## src/rtl/branch_pkg.sv

```systemverilog
// Shared types and constants for the LEGv8 branch-class control sequencer.
package branch_pkg;

  typedef enum logic [2:0] {
    S_IDLE, S_LINK, S_EVAL, S_BRANCH, S_FALL, S_ILLEGAL
  } state_t;

  typedef enum logic [2:0] {
    CL_B, CL_BL, CL_CBZ, CL_CBNZ, CL_BCOND, CL_BR, CL_ILL
  } class_t;

  localparam logic [5:0]  OP_B     = 6'b000101;
  localparam logic [5:0]  OP_BL    = 6'b100101;
  localparam logic [7:0]  OP_CBZ   = 8'b10110100;
  localparam logic [7:0]  OP_CBNZ  = 8'b10110101;
  localparam logic [7:0]  OP_BCOND = 8'b01010100;
  localparam logic [10:0] OP_BR    = 11'b11010110000;

  localparam logic [1:0] PC_HOLD = 2'b00;
  localparam logic [1:0] PC_INC  = 2'b01;
  localparam logic [1:0] PC_REL  = 2'b10;
  localparam logic [1:0] PC_BUS  = 2'b11;

  localparam logic [4:0] FS_PASS_A = 5'b00000;
  localparam logic [4:0] FS_ORR    = 5'b00101;
  localparam logic [4:0] FS_NOP    = 5'b11111;
  localparam logic [4:0] XZR       = 5'd31;

  localparam logic [1:0] NS_DONE = 2'b00;
  localparam logic [1:0] NS_CONT = 2'b01;

  localparam int CW_W          = 33;
  localparam int CW_ALU_EN     = 32;
  localparam int CW_ALU_FS     = 26;
  localparam int CW_RF_SA      = 20;
  localparam int CW_RF_SB      = 15;
  localparam int CW_RF_DA      = 10;
  localparam int CW_RF_W       = 9;
  localparam int CW_PC_EN      = 6;
  localparam int CW_PC_FS      = 4;
  localparam int CW_NEXT_STATE = 0;

  typedef struct packed {
    logic       alu_en;
    logic       alu_bs;
    logic [4:0] alu_fs;
    logic       rf_b_en;
    logic [4:0] rf_sa;
    logic [4:0] rf_sb;
    logic [4:0] rf_da;
    logic       rf_w;
    logic       ram_en;
    logic       ram_w;
    logic       pc_en;
    logic [1:0] pc_fs;
    logic       pc_is;
    logic       status_ld;
    logic [1:0] next_state;
  } cw_t;

  localparam cw_t NOP_CW = '{
    alu_en: 1'b0, alu_bs: 1'b0, alu_fs: FS_NOP, rf_b_en: 1'b0,
    rf_sa: 5'd0, rf_sb: XZR, rf_da: 5'd0, rf_w: 1'b0,
    ram_en: 1'b0, ram_w: 1'b0, pc_en: 1'b0, pc_fs: PC_HOLD,
    pc_is: 1'b0, status_ld: 1'b0, next_state: NS_DONE
  };

  function automatic class_t decode_class(input logic [31:0] ins, input logic cond_en);
    if (ins[31:26] == OP_B)                  return CL_B;
    if (ins[31:26] == OP_BL)                 return CL_BL;
    if (ins[31:24] == OP_CBZ)                return CL_CBZ;
    if (ins[31:24] == OP_CBNZ)               return CL_CBNZ;
    if (ins[31:24] == OP_BCOND && cond_en)   return CL_BCOND;
    if (ins[31:21] == OP_BR)                 return CL_BR;
    return CL_ILL;
  endfunction

endpackage

```

## src/rtl/branch_cond_eval.sv

```systemverilog
// ARM condition-code evaluation of registered {N,Z,C,V} against a 4-bit cond field.
module branch_cond_eval (
  input  logic [3:0] nzcv,
  input  logic [3:0] cond,
  output logic       pass
);

  logic n, z, c, v;
  assign {n, z, c, v} = nzcv;

  always_comb begin
    case (cond)
      4'h0:    pass = z;
      4'h1:    pass = !z;
      4'h2:    pass = c;
      4'h3:    pass = !c;
      4'h4:    pass = n;
      4'h5:    pass = !n;
      4'h6:    pass = v;
      4'h7:    pass = !v;
      4'h8:    pass = c && !z;
      4'h9:    pass = !c || z;
      4'hA:    pass = (n == v);
      4'hB:    pass = (n != v);
      4'hC:    pass = !z && (n == v);
      4'hD:    pass = z || (n != v);
      default: pass = 1'b1;
    endcase
  end

endmodule

```

## src/rtl/branch_sequencer.sv

```systemverilog
// Multi-cycle branch sequencer: latches one branch per start, emits 1-2 registered
// control words, reports taken/illegal and counts taken branches with saturation.
module branch_sequencer
  import branch_pkg::*;
#(
  parameter int DATA_W   = 64,
  parameter int LINK_REG = 30,
  parameter bit COND_EN  = 1'b1,
  parameter int CNT_W    = 16
) (
  input  logic                     clock,
  input  logic                     reset,
  input  logic                     start,
  input  logic [31:0]              I,
  input  logic [4:0]               status,
  output logic [CW_W-1:0]          cw,
  output logic signed [DATA_W-1:0] K,
  output logic                     busy,
  output logic                     done,
  output logic                     taken,
  output logic                     illegal,
  output logic [CNT_W-1:0]         taken_count
);

  state_t                     state, nxt_state;
  class_t                     cls, dec_cls;
  logic                       cond_pass;
  logic                       accept;
  logic                       is_br;
  logic signed [DATA_W-1:0]   k_dec;

  function automatic logic [CNT_W-1:0] sat_inc(input logic [CNT_W-1:0] v);
    return (&v) ? v : v + CNT_W'(1);
  endfunction

  function automatic cw_t cw_for(input state_t s, input logic br,
                                 input logic [4:0] rn, input logic [4:0] rt);
    cw_t c;
    c = NOP_CW;
    case (s)
      S_LINK: begin
        c.rf_da      = 5'(LINK_REG);
        c.rf_w       = 1'b1;
        c.next_state = NS_CONT;
      end
      S_EVAL: begin
        c.rf_sa      = rt;
        c.rf_sb      = XZR;
        c.alu_fs     = FS_ORR;
        c.next_state = NS_CONT;
      end
      S_BRANCH: begin
        c.pc_en = 1'b1;
        if (br) begin
          c.alu_en = 1'b1;
          c.rf_sa  = rn;
          c.alu_fs = FS_PASS_A;
          c.pc_fs  = PC_BUS;
          c.pc_is  = 1'b1;
        end else begin
          c.pc_fs = PC_REL;
        end
      end
      S_FALL: begin
        c.pc_en = 1'b1;
        c.pc_fs = PC_INC;
      end
      default: c = NOP_CW;
    endcase
    return c;
  endfunction

  branch_cond_eval u_cond (
    .nzcv (status[3:0]),
    .cond (I[3:0]),
    .pass (cond_pass)
  );

  assign dec_cls = decode_class(I, COND_EN);
  assign accept  = (state == S_IDLE) && start;
  assign is_br   = accept && (dec_cls == CL_BR);
  assign k_dec   = (dec_cls == CL_B || dec_cls == CL_BL)
                   ? {{(DATA_W-26){I[25]}}, I[25:0]}
                   : {{(DATA_W-19){I[23]}}, I[23:5]};

  always_comb begin
    nxt_state = state;
    case (state)
      S_IDLE: begin
        if (start) begin
          case (dec_cls)
            CL_B, CL_BR:      nxt_state = S_BRANCH;
            CL_BL:            nxt_state = S_LINK;
            CL_CBZ, CL_CBNZ:  nxt_state = S_EVAL;
            CL_BCOND:         nxt_state = cond_pass ? S_BRANCH : S_FALL;
            default:          nxt_state = S_ILLEGAL;
          endcase
        end
      end
      S_LINK:  nxt_state = S_BRANCH;
      // Live ALU zero at the end of EVAL; CBZ branches on zero, CBNZ on non-zero.
      S_EVAL:  nxt_state = (status[4] == (cls == CL_CBZ)) ? S_BRANCH : S_FALL;
      default: nxt_state = S_IDLE;
    endcase
  end

  // Outputs are registered alongside the state they describe.
  always_ff @(posedge clock) begin
    if (reset) begin
      state       <= S_IDLE;
      cls         <= CL_ILL;
      cw          <= NOP_CW;
      K           <= '0;
      busy        <= 1'b0;
      done        <= 1'b0;
      taken       <= 1'b0;
      illegal     <= 1'b0;
      taken_count <= '0;
    end else begin
      state   <= nxt_state;
      cw      <= cw_for(nxt_state, is_br, I[9:5], I[4:0]);
      busy    <= (nxt_state != S_IDLE);
      done    <= (nxt_state == S_BRANCH) || (nxt_state == S_FALL) || (nxt_state == S_ILLEGAL);
      taken   <= (nxt_state == S_BRANCH);
      illegal <= (nxt_state == S_ILLEGAL);
      if (nxt_state == S_BRANCH) taken_count <= sat_inc(taken_count);
      if (accept) begin
        cls <= dec_cls;
        K   <= k_dec;
      end
    end
  end

endmodule

```

## config.mk

```make
export PLATFORM = sky130hd
export DESIGN_NAME = branch_sequencer
export DESIGN_NICKNAME = d
export VERILOG_FILES = /design/src/rtl/branch_pkg.sv /design/src/rtl/branch_cond_eval.sv /design/src/rtl/branch_sequencer.sv
export SDC_FILE = /design/constraint.sdc
export NUM_CORES = 1
export LEC_CHECK = 0
export BUFFER_PORTS_ARGS = -buffer_cell sky130_fd_sc_hd__buf_2
export CORE_MARGIN = 3
export CORE_UTILIZATION = 34
export CTS_CLUSTER_DIAMETER = 30
export CTS_CLUSTER_SIZE = 25
export DETAILED_ROUTE_END_ITERATION = 8
export GPL_TIMING_DRIVEN = 0
export SYNTH_ARGS = -nofsm -noshare
export SYNTH_HDL_FRONTEND = slang
export SYNTH_SLANG_ARGS = --single-unit
```

## constraint.sdc

```tcl
create_clock -name clock -period 2.7 [get_ports clock]
set_input_delay 0.54 -clock clock [delete_from_list [all_inputs] [get_ports clock]]
set_output_delay 0.54 -clock clock [all_outputs]
set_load 0.005 [all_outputs]
```

======== After elaboration in Yosys (flattened, before gate mapping) ========
Index checks and enable logic that the tools add are counted.
word-level totals
  register bits ........................... 123
  input port bits ......................... 40
  output and inout bits ................... 117
  logic and storage cells ................. 120
cells by class
  add/sub/neg operators ................... 1
  equal/unequal tests ..................... 35
  mux-type cells .......................... 51
  bitwise logic cells ..................... 1
  reductions and logical operators ........ 22
operators with widths
  kind                   count
  $mux 64                1
  $mux 3                 16
  $mux 1                 25
  $eq 4x4->1 const B     6
  $pmux 5 s2             2
  $eq 3x2->1 const B     6
  $add 16x1->16 const B  1
  $eq 4x3->1 const B     4
  $eq 8x8->1 const B     2
  $reduce_and 16->1      1
  $pmux 1 s14            1
  $eq 3x3->1 const B     4
  $pmux 3 s4             1
  $eq 11x11->1 const B   1
  $mux 5                 2
  $eq 3x1->1 const B     3
  $pmux 3 s3             1
  $eq 4x2->1 const B     2
  $eq 8x7->1 const B     1
  $eq 6x3->1 const B     1
  $eq 6x6->1 const B     1
  $logic_not 3->1        2
  $mux 6                 1
  $pmux 3 s2             1
  11 further kinds       24

======== Depth between registers and ports, before layout ========
Gate-level depths: netlist of run 1.
  depth after elaboration ................. 31
  mapped depth ............................ 12
  mapped depth without buffers ............ 9

======== Modules after synthesis ========
A second synthesis of run 1 with hierarchy kept.
unflattened totals
  cells, all modules ...................... 414
  area, all modules ....................... 3495.9 um2
by module, submodules not included
  module            times used  cells each  area each (um2)  seq. area each (um2)
  branch_sequencer  1           391         3330.7           1301.2
  branch_cond_eval  1           23          165.2            0.0

======== Worst setup path after synthesis of run 1 ========
No wires, ideal clock.
  path kind ............................... input-to-reg
  from .................................... in I[27]
  to ...................................... reg taken_count[10]
  setup time .............................. 70 ps
  arrival time ............................ 2651 ps
  required time ........................... 2630 ps
  path slack .............................. -21 ps
  cell stages on the path ................. 10
  buffers on the path ..................... 2
  cells stage by stage .................... nand3b_2 -> or4b_1 -> buf_2 -> or2_0 -> o22a_1 -> o31ai_4 -> o21ai_4 -> buf_6 -> or3_1 -> a21oi_1
on the way
  cells in the longest elaborated chain, start to end .. 20
  elaborated cells between the ends (all ways) .. 52
  those cells by class .................... eq/ne: 12; mux: 36; reduce/logical: 4
RTL lines
  item                                                  RTL line                            RTL
  start: declaration                                    branch_sequencer.sv:14              input logic [31:0] I,
  $eq 11x11->1 / $eq 6x6->1 (equally long branches)     branch_pkg.sv:74, branch_pkg.sv:70
  $mux 1 / $mux 3 (equally long branches) (2 in a row)  branch_pkg.sv:74, branch_pkg.sv:70
  $mux 1 / $mux 3 (equally long branches)               branch_pkg.sv:73, branch_pkg.sv:71
  $mux 1 / $mux 3 (equally long branches)               branch_pkg.sv:72                    if (ins[31:24] == OP_CBNZ) return CL_CBNZ;
  $mux 1 / $mux 3 (equally long branches)               branch_pkg.sv:71, branch_pkg.sv:73
  $mux 1 / $mux 3 (equally long branches)               branch_pkg.sv:70, branch_pkg.sv:74
  $mux 3                                                branch_pkg.sv:75                    return CL_ILL;
  $mux 3                                                branch_pkg.sv:74                    if (ins[31:21] == OP_BR) return CL_BR;
  (+3 left out)                                         -
  $mux 3 *                                              branch_pkg.sv:70                    if (ins[31:26] == OP_BL) return CL_BL;
  $eq 3x2->1 (tied with other cells)                    branch_sequencer.sv:91              case (dec_cls)
  $reduce_or 2->1                                       branch_sequencer.sv:91
  $pmux 3 s4 *                                          branch_sequencer.sv:91
  $mux 3 *                                              branch_sequencer.sv:90              if (start) begin
  $pmux 3 s3 *                                          branch_sequencer.sv:88              case (state)
  $eq 3x2->1 *                                          branch_sequencer.sv:126             if (nxt_state == S_BRANCH) taken_count <= sat_inc(taken_count);
  $reduce_and 2->1 (no source line) *                   -
  end signal: assignment                                branch_sequencer.sv:126
  end: declaration                                      branch_sequencer.sv:22              output logic [CNT_W-1:0] taken_count
Every way passes the cells marked *; elsewhere a longest branch is shown, timed or not. The select of a mux whose other input is x is not followed.
A chain may end at the register's enable or synchronous reset.

======== Worst setup path in the final report of run 1 ========
  from .................................... in I[30]
  to ...................................... reg taken_count[6]
Same word-level chain as after synthesis.

==> key figures, run 1 <==
Logic synthesis
  – Post-Synth Simple-Gate Area: 22.3%
  – Complex-gate fraction of the synthesized area: a little over a fifth
  – Synth cell types: slightly above 60
  – Leading post-synthesis cells by instance count: dfxtp_1 (65), buf_4 (59), nand2_1 (56)
  – Synth top area share: 36.7%
  – Post-synthesis mux area share: 1.48%
  – Synth Register Bits: 65
  – Synthesized area per cell: approximately 8.0 um2
  – Largest cells by area after synthesis: dfxtp_1 (37%), buf_4 (13%), nand2_1 (5.9%), nor2_1 (5.2%), a311oi_1 (4.7%)
  – Largest family of logic cells by synthesized area: simple AND/OR/NAND/NOR gates
  – Count leader, synth: dfxtp_1
  – Cells after Synth: roughly 440
  – YS warnings: 0
  – Adder-cell share of the synthesized area: less than 1%
  – EDFF count, synth: 0
  – Synth area leader: dfxtp_1
  – Ys flop type: dfxtp_1
  – Post-Syn Area: 3540 um2
  – Xor/xnor share of the synthesized area: under 10%
  – Seq/Total Area, Yosys: a little under two fifths
  – Async SR Flop Fraction: 0%

Status
  – Outcome: complete, no violations

Drt
  – First drt pass iteration count: 5
  – WL per Instance: between 10 and 15 um
  – Starting DRT DRC Count: 199
  – Routed WL: 10600 um
  – Post-DR vias/cell: about 4.9
  – Vias: roughly 3700
  – Antenna-violating nets left: 0
  – DRC Markers: 0

Floorplan
  – Die Span Y: approximately 110 um
  – Die X: roughly 110 um
  – Site Rows: 36
  – Total die area: between 10000 and 15000 um2
  – # IOs: around 160
  – Core Footprint: 9950 um2
  – Initial cell density of the core: a little over a third

Worst setup path
  – CP Capture Point: taken_count[6]
  – R2r setup slk: 0.28 ns
  – Startpoint types: input pin
  – CP Buf/Inv Count: 3
  – Slowest-stage cell, CP: or4b_4
  – Worst path cell trace: buf_4 -> nor3b_4 -> or4b_4 -> buf_6 -> or2_0 -> o22a_1 -> buf_4 -> o31ai_2 -> or2_4 -> and3_1 -> mux2_2
  – CP Class: input pin to flip-flop
  – CP peak stage delay: 0.49 ns
  – Critical Path Stages: 11
  – Worst Setup SP: I[30]
  – CP endpoint kind: flip-flop
  – Arrival time worst endpoint: a little under 3 ns
  – Worst Path Required: 2.94 ns
  – Crit path max-delay family: simple AND/OR/NAND/NOR gates
  – Reg2Reg Capture Point: taken_count[3]
  – Cell mode on critical path: buf_4
  – R2R depth: 9
  – R2r startpoint: cls[1]
  – CP Max Fanout: 10

CTS
  – CTS tree: yes
  – Clk buf depth: 2
  – CTS Buf Count: 9
  – Worst-skew pair later-pin latency: between 0.3 and 0.4 ns
  – # clock sinks: 65
  – Root Buffer: clkbuf_8
  – CTS H-tree depth: 3
  – Clk slew on worst S/H paths: 0.08 ns

Global routing
  – Gr ovfl total: 0
  – Number of global-route vias before repair: around 3300
  – Antenna violations before repair: 0
  – Total Routing Usage GR: approximately 17%
  – Largest net degree at the start of global routing: 41
  – First-pass GRT wire length: ~16000 um

Min path
  – Type of the most critical hold path: input pin to flip-flop
  – Hold path start: I[11]

Layout
  – Share of cells above drive strength 1: 40.1%
  – Nets: 650
  – Diode count: 0
  – Syn-to-layout area delta: 36.4%
  – Finished Layout Cells: around 750
  – Layout Cell Area excl Fill: 4830 um2

STA
  – Max Slew Vio Count: 0
  – Final setup fails: 0
  – Post-route clock skew: approximately 0.01 ns
  – Least-Margin Pin Slew: ~1.3 ns
  – Min Hold Slack: roughly 0.46 ns
  – PnR worst setup slack: between 0.04 and 0.05 ns
  – Final number of hold-violating endpoints: 0
  – Max frequency: ~0.38 GHz
  – Min cycle time layout: 2.66 ns
  – Relative slew slack: 16.2%
  – Fin crit share: around 98%

Placed design
  – Post-Place Cells: between 700 and 800
  – Placement Setup Slack: -0.553 ns
  – Buffers on Ports: 138
  – Cell Area, Placed: 4450 um2
  – GPL Wtd Cong: approximately 0.85
  – Detailed Place HPWL: approximately 7800 um

Power and ir drop
  – Pwr/cell area: around 550 nW/um2
  – Worst IR drop on VDD: approximately 270 uV
  – LEAKAGE: ~0.0023 uW
  – Final Power: roughly 2700 uW

Job
  – MaxCap Viol Count: 0
==> how the worst min path moves through the flow <==
stage,depth (start not counted),slack (ns),endpoint
floorplan,2,0.45,K[23]
global route,3,0.46,K[4]
finish,3,0.46,K[11]
detailed placement,2,0.45,K[23]
global placement,2,0.44,K[23]
CTS,3,0.45,K[9]
==> sequential cells by signal (all words and copies together), names as in the netlist, 3 cells and up <==
register and count:
K 26, cls 3, state 3, taken_count 16, cw 13
==> worst reg2reg max path: stages, from the launching register on <==
cell and delay, ns:
dfxtp_1 0.33, nor3b_1 0.23, xnor2_1 0.20, a21oi_1 0.16, nor2_1 0.34, a21o_1 0.29
o21ai_4 0.12, buf_4 0.16, or4_1 0.46, nand2_1 0.07
==> cell usage in the layout (no fill, tap or decap), types with 3 or more instances in the layout <==
master	instances
nor3_1	7
conb_1	12
inv_1	9
xnor2_1	3
dfxtp_1	65
or3_1	6
nand3b_1	3
a311oi_1	19
xor2_1	3
mux2i_1	3
a21oi_1	28
nand3_1	6
bufinv_16	3
clkbuf_1	17
o211ai_1	6
nand2b_1	6
and3_1	6
nand2_1	56
clkbuf_8	9
buf_4	65
buf_2	142
and3b_1	3
o21ai_0	20
a22oi_1	5
nor2b_1	6
nor2_1	49
==> metrics by stage <==
| step | utilization, % | setup TNS [ns] |
|---|---|---|
| after global routing | 48.5 | -0.00701 |
| final | 48.5 | 0 |
| after global placement | 44.7 | -6.06 |
| after floorplan | - | 0 |
| after CTS | 47.3 | 0 |
| after detailed placement | 44.7 | -7.52 |
==> power breakdown <==
group / internal [uW] / total [uW] / leakage (uW) / switching, uW
Clock: 613 / 1010 / 0.000115 / 399
Sequential: 1020 / 1070 / 0.000531 / 50.8
Combinational: 302 / 595 / 0.00169 / 293
Total: 1940 / 2680 / 0.00233 / 743
==> cell families after synthesis <==
kind of cell / count (synthesis)
simple gates: 164
compound gates: 107
buf+inv: 93
mux: 5
other cells: 2
xor+xnor: 6
flops: 65
fa+ha+maj: 1
==> layer usage <==
metal | vias up | part of all wire [%] | wire, um | global-route usage, %
met5 | - | 0 | 0 | 0
met4 | 0 | 0.82 | 87 | 5.68
met3 | 8 | 7.7 | 813 | 3.46
met2 | 154 | 47 | 4990 | 28.3
met1 | 1665 | 45 | 4730 | 22.4
li1 | 1823 | - | - | -
==> layout make-up <==
type / count / area (um2)
Fill cell: 1001 / 5120
Multi-Input combinational cell: 296 / 1790
Tap cell: 133 / 166
Clock buffer: 9 / 124
Buffer: 84 / 558
Timing Repair Buffer: 144 / 736
Inverter: 9 / 33.8
Clock inverter: 7 / 119
Sequential cell: 65 / 1300
==> timing repair <==
action | CTS | global route
endpoints found under the hold margin | 0 | 0
cloned | 0 | 1
gates resized for setup | 2 | 15
pin swaps | 0 | 3
setup endpoints to repair | 7 | 22
setup buffers | 0 | 6
hold buffers | 0 | 0
No activity file was read; power rests on OpenSTA's default activity.
==> run 2: changes to the inputs <==
--- a/config.mk
+++ b/config.mk
@@ -7,11 +7,13 @@
 export LEC_CHECK = 0
 export BUFFER_PORTS_ARGS = -buffer_cell sky130_fd_sc_hd__buf_2
 export CORE_MARGIN = 3
-export CORE_UTILIZATION = 34
+export CORE_UTILIZATION = 43
 export CTS_CLUSTER_DIAMETER = 30
 export CTS_CLUSTER_SIZE = 25
 export DETAILED_ROUTE_END_ITERATION = 8
 export GPL_TIMING_DRIVEN = 0
+export PLACE_DENSITY = 0.77
+export SKIP_CTS_REPAIR_TIMING = 1
 export SYNTH_ARGS = -nofsm -noshare
 export SYNTH_HDL_FRONTEND = slang
 export SYNTH_SLANG_ARGS = --single-unit
==> key figures, run 2 (synthesis results as in run 1) <==
Status
  – Outcome: complete, no violations

Floorplan
  – Site Rows: 32
  – Initial cell density of the core: about 45%
  – Core Footprint: 7850 um2
  – Die X: slightly below 100 um
  – # IOs: approximately 160
  – Total die area: slightly above 9000 um2
  – Die Span Y: slightly below 100 um

Placed design
  – GPL Wtd Cong: between 0.8 and 0.9
  – Post-Place Cells: 693
  – Detailed Place HPWL: ~7800 um
  – Placement Setup Slack: -0.445 ns
  – Buffers on Ports: about 140

Drt
  – WL per Instance: 14.4 um
  – Antenna-violating nets left: 0
  – Routed WL: between 10000 and 15000 um
  – First drt pass iteration count: 4
  – Post-DR vias/cell: about 5.2
  – DRC Markers: 0
  – Vias: ~3700
  – Starting DRT DRC Count: between 100 and 150

Power and ir drop
  – Worst IR drop on VDD: 254 uV
  – LEAKAGE: around 0.0023 uW
  – Combinational share of power: a little over a fifth
  – Seq pwr share: about two fifths
  – Net Sw Power: 728 uW
  – Sw Share: 27.4%
  – P_int: roughly 1900 uW
  – Pwr/cell area: around 560 nW/um2
  – Clock power share: 37.8%

Layout
  – Max reg flops: 26
  – Syn-to-layout area delta: 33.5%
  – Diode count: 0
  – Top Registers: K: 26 flops, taken_count: 16 flops, cw: 13 flops
  – Finished Layout Cells: 711
  – Commonest non-fill, non-tap cells in the layout: buf_2 (143), dfxtp_1 (65), buf_4 (60)
  – Fill cells: 716
  – Largest register by flop count: K
  – Share of cells above drive strength 1: between 30% and 40%
  – Nets: 645
  – Commonest non-fill, non-tap cell in the layout: buf_2

STA
  – Post-route clock skew: around 0.0099 ns
  – Setup tns final: 0 ns
  – PnR worst setup slack: 0.102 ns
  – Max frequency: 0.385 GHz
  – Final number of hold-violating endpoints: 0
  – Final setup fails: 0
  – Min cycle time layout: 2.60 ns
  – Max Slew Vio Count: 0
  – Relative slew slack: between 10% and 20%
  – Least-Margin Pin Slew: around 1.2 ns
  – Fin crit share: between 90% and 100%

Worst setup path
  – R2R depth: 9
  – CP Buf/Inv Count: 3
  – Arrival time worst endpoint: roughly 2.9 ns
  – Cell mode on critical path: buf_6
  – R2r setup slk: about 0.3 ns
  – Reg2Reg Capture Point: taken_count[10]
  – Startpoint types: input pin
  – Crit path max-delay family: compound AO/OA/AOI/OAI gates
  – Critical Path Stages: 11
  – Slowest-stage cell, CP: o31ai_4
  – CP Max Fanout: 10
  – Worst path cell trace: buf_2 -> and3b_1 -> a211oi_1 -> o311ai_2 -> a21boi_1 -> o31ai_4 -> buf_6 -> o21ai_4 -> buf_6 -> or3_1 -> a21oi_1
  – CP peak stage delay: roughly 0.34 ns
  – Worst Path Required: around 3.0 ns
  – R2r startpoint: cls[1]
  – CP Class: input pin to flip-flop
  – CP endpoint kind: flip-flop

CTS
  – Clk slew on worst S/H paths: about 0.070 ns
  – CTS Buf Count: 9
  – CTS tree: yes
  – Worst-skew pair later-pin latency: ~0.35 ns
  – CTS H-tree depth: 3
  – Root Buffer: clkbuf_8
  – Clk buf depth: 2
  – # clock sinks: 65

Global routing
  – First-pass GRT wire length: 16700 um
  – Number of global-route vias before repair: roughly 3500
  – Antenna violations before repair: 0
  – Gr ovfl total: 0
  – Total Routing Usage GR: 21.1%
  – Largest net degree at the start of global routing: 41

Job
  – MaxCap Viol Count: 0

Min path
  – Hold Crit Endpoint: K[23]
  – Hold path start: K[23]
  – Hold depth: 2
  – Type of the most critical hold path: flip-flop to flip-flop
[run 2: changes by cell type in the layout (fill, tap and decap cells not counted)]
cell and delta:
a211oi_1 +1, a211oi_2 -1, a21boi_1 +1, a21boi_4 -1, a21oi_1 +1, a21oi_2 -1
buf_2 +1, buf_4 -5, o31ai_2 -1
[run 2: area by class of cell]
type / instances / area [um2] / share of cell area [%]
multi-input combinational: 295 / 1760 / 37.2
sequential: 65 / 1300 / 27.5
timing repair buffer: 141 / 714 / 15.1
buffer: 83 / 547 / 11.6
tap: 102 / 128 / 2.70
clock buffer: 9 / 124 / 2.62
clock inverter: 7 / 119 / 2.51
inverter: 9 / 33.8 / 0.715
[run 2: how the worst max path moves through the flow]
stage	start	endpoint	slack, ns
after floorplan	I[30]	cw[30]	0.01
after global routing	I[2]	taken_count[10]	-0.006
after detailed placement	I[3]	cw[21]	-0.44
after CTS	I[3]	cw[21]	-0.08
final	I[2]	taken_count[10]	0.10
after global placement	I[3]	cw[21]	-0.36
[run 2: through the flow]
step	total power (uW)	instance area (um2)	utilization, %	hold slack [ns]
4_1_cts	2650	4660	59.3	0.461
2_1_floorplan	1430	3590	-	0.453
3_3_place_gp	1640	4410	56.2	0.444
6_report	2660	4730	60.2	0.462
3_5_place_dp	1660	4410	56.3	0.448
5_1_grt	2780	4730	60.2	0.457
[run 2: power by group through the flow]
stage	Sequential [uW]	Combinational, uW	Clock (uW)
after floorplan	1090	339	0
after global placement	1090	552	0
after detailed placement	1090	567	0
after CTS	1070	570	1010
after global routing	1080	643	1060
final	1070	581	1010
[run 2: layer usage]
metal  wire [um]  global-route usage (%)  vias to the layer above
met2        4980                    35.9                      155
met4         244                    7.02                        0
li1            -                       -                     1803
met1        4240                    25.7                     1693
met3         764                    5.91                       19
met5           0                       0                        -
[run 2: worst min-delay path, stage by stage (launching register included)]
cell and delay, ns:
dfxtp_1 0.31, nand2_1 0.05, a21oi_1 0.05
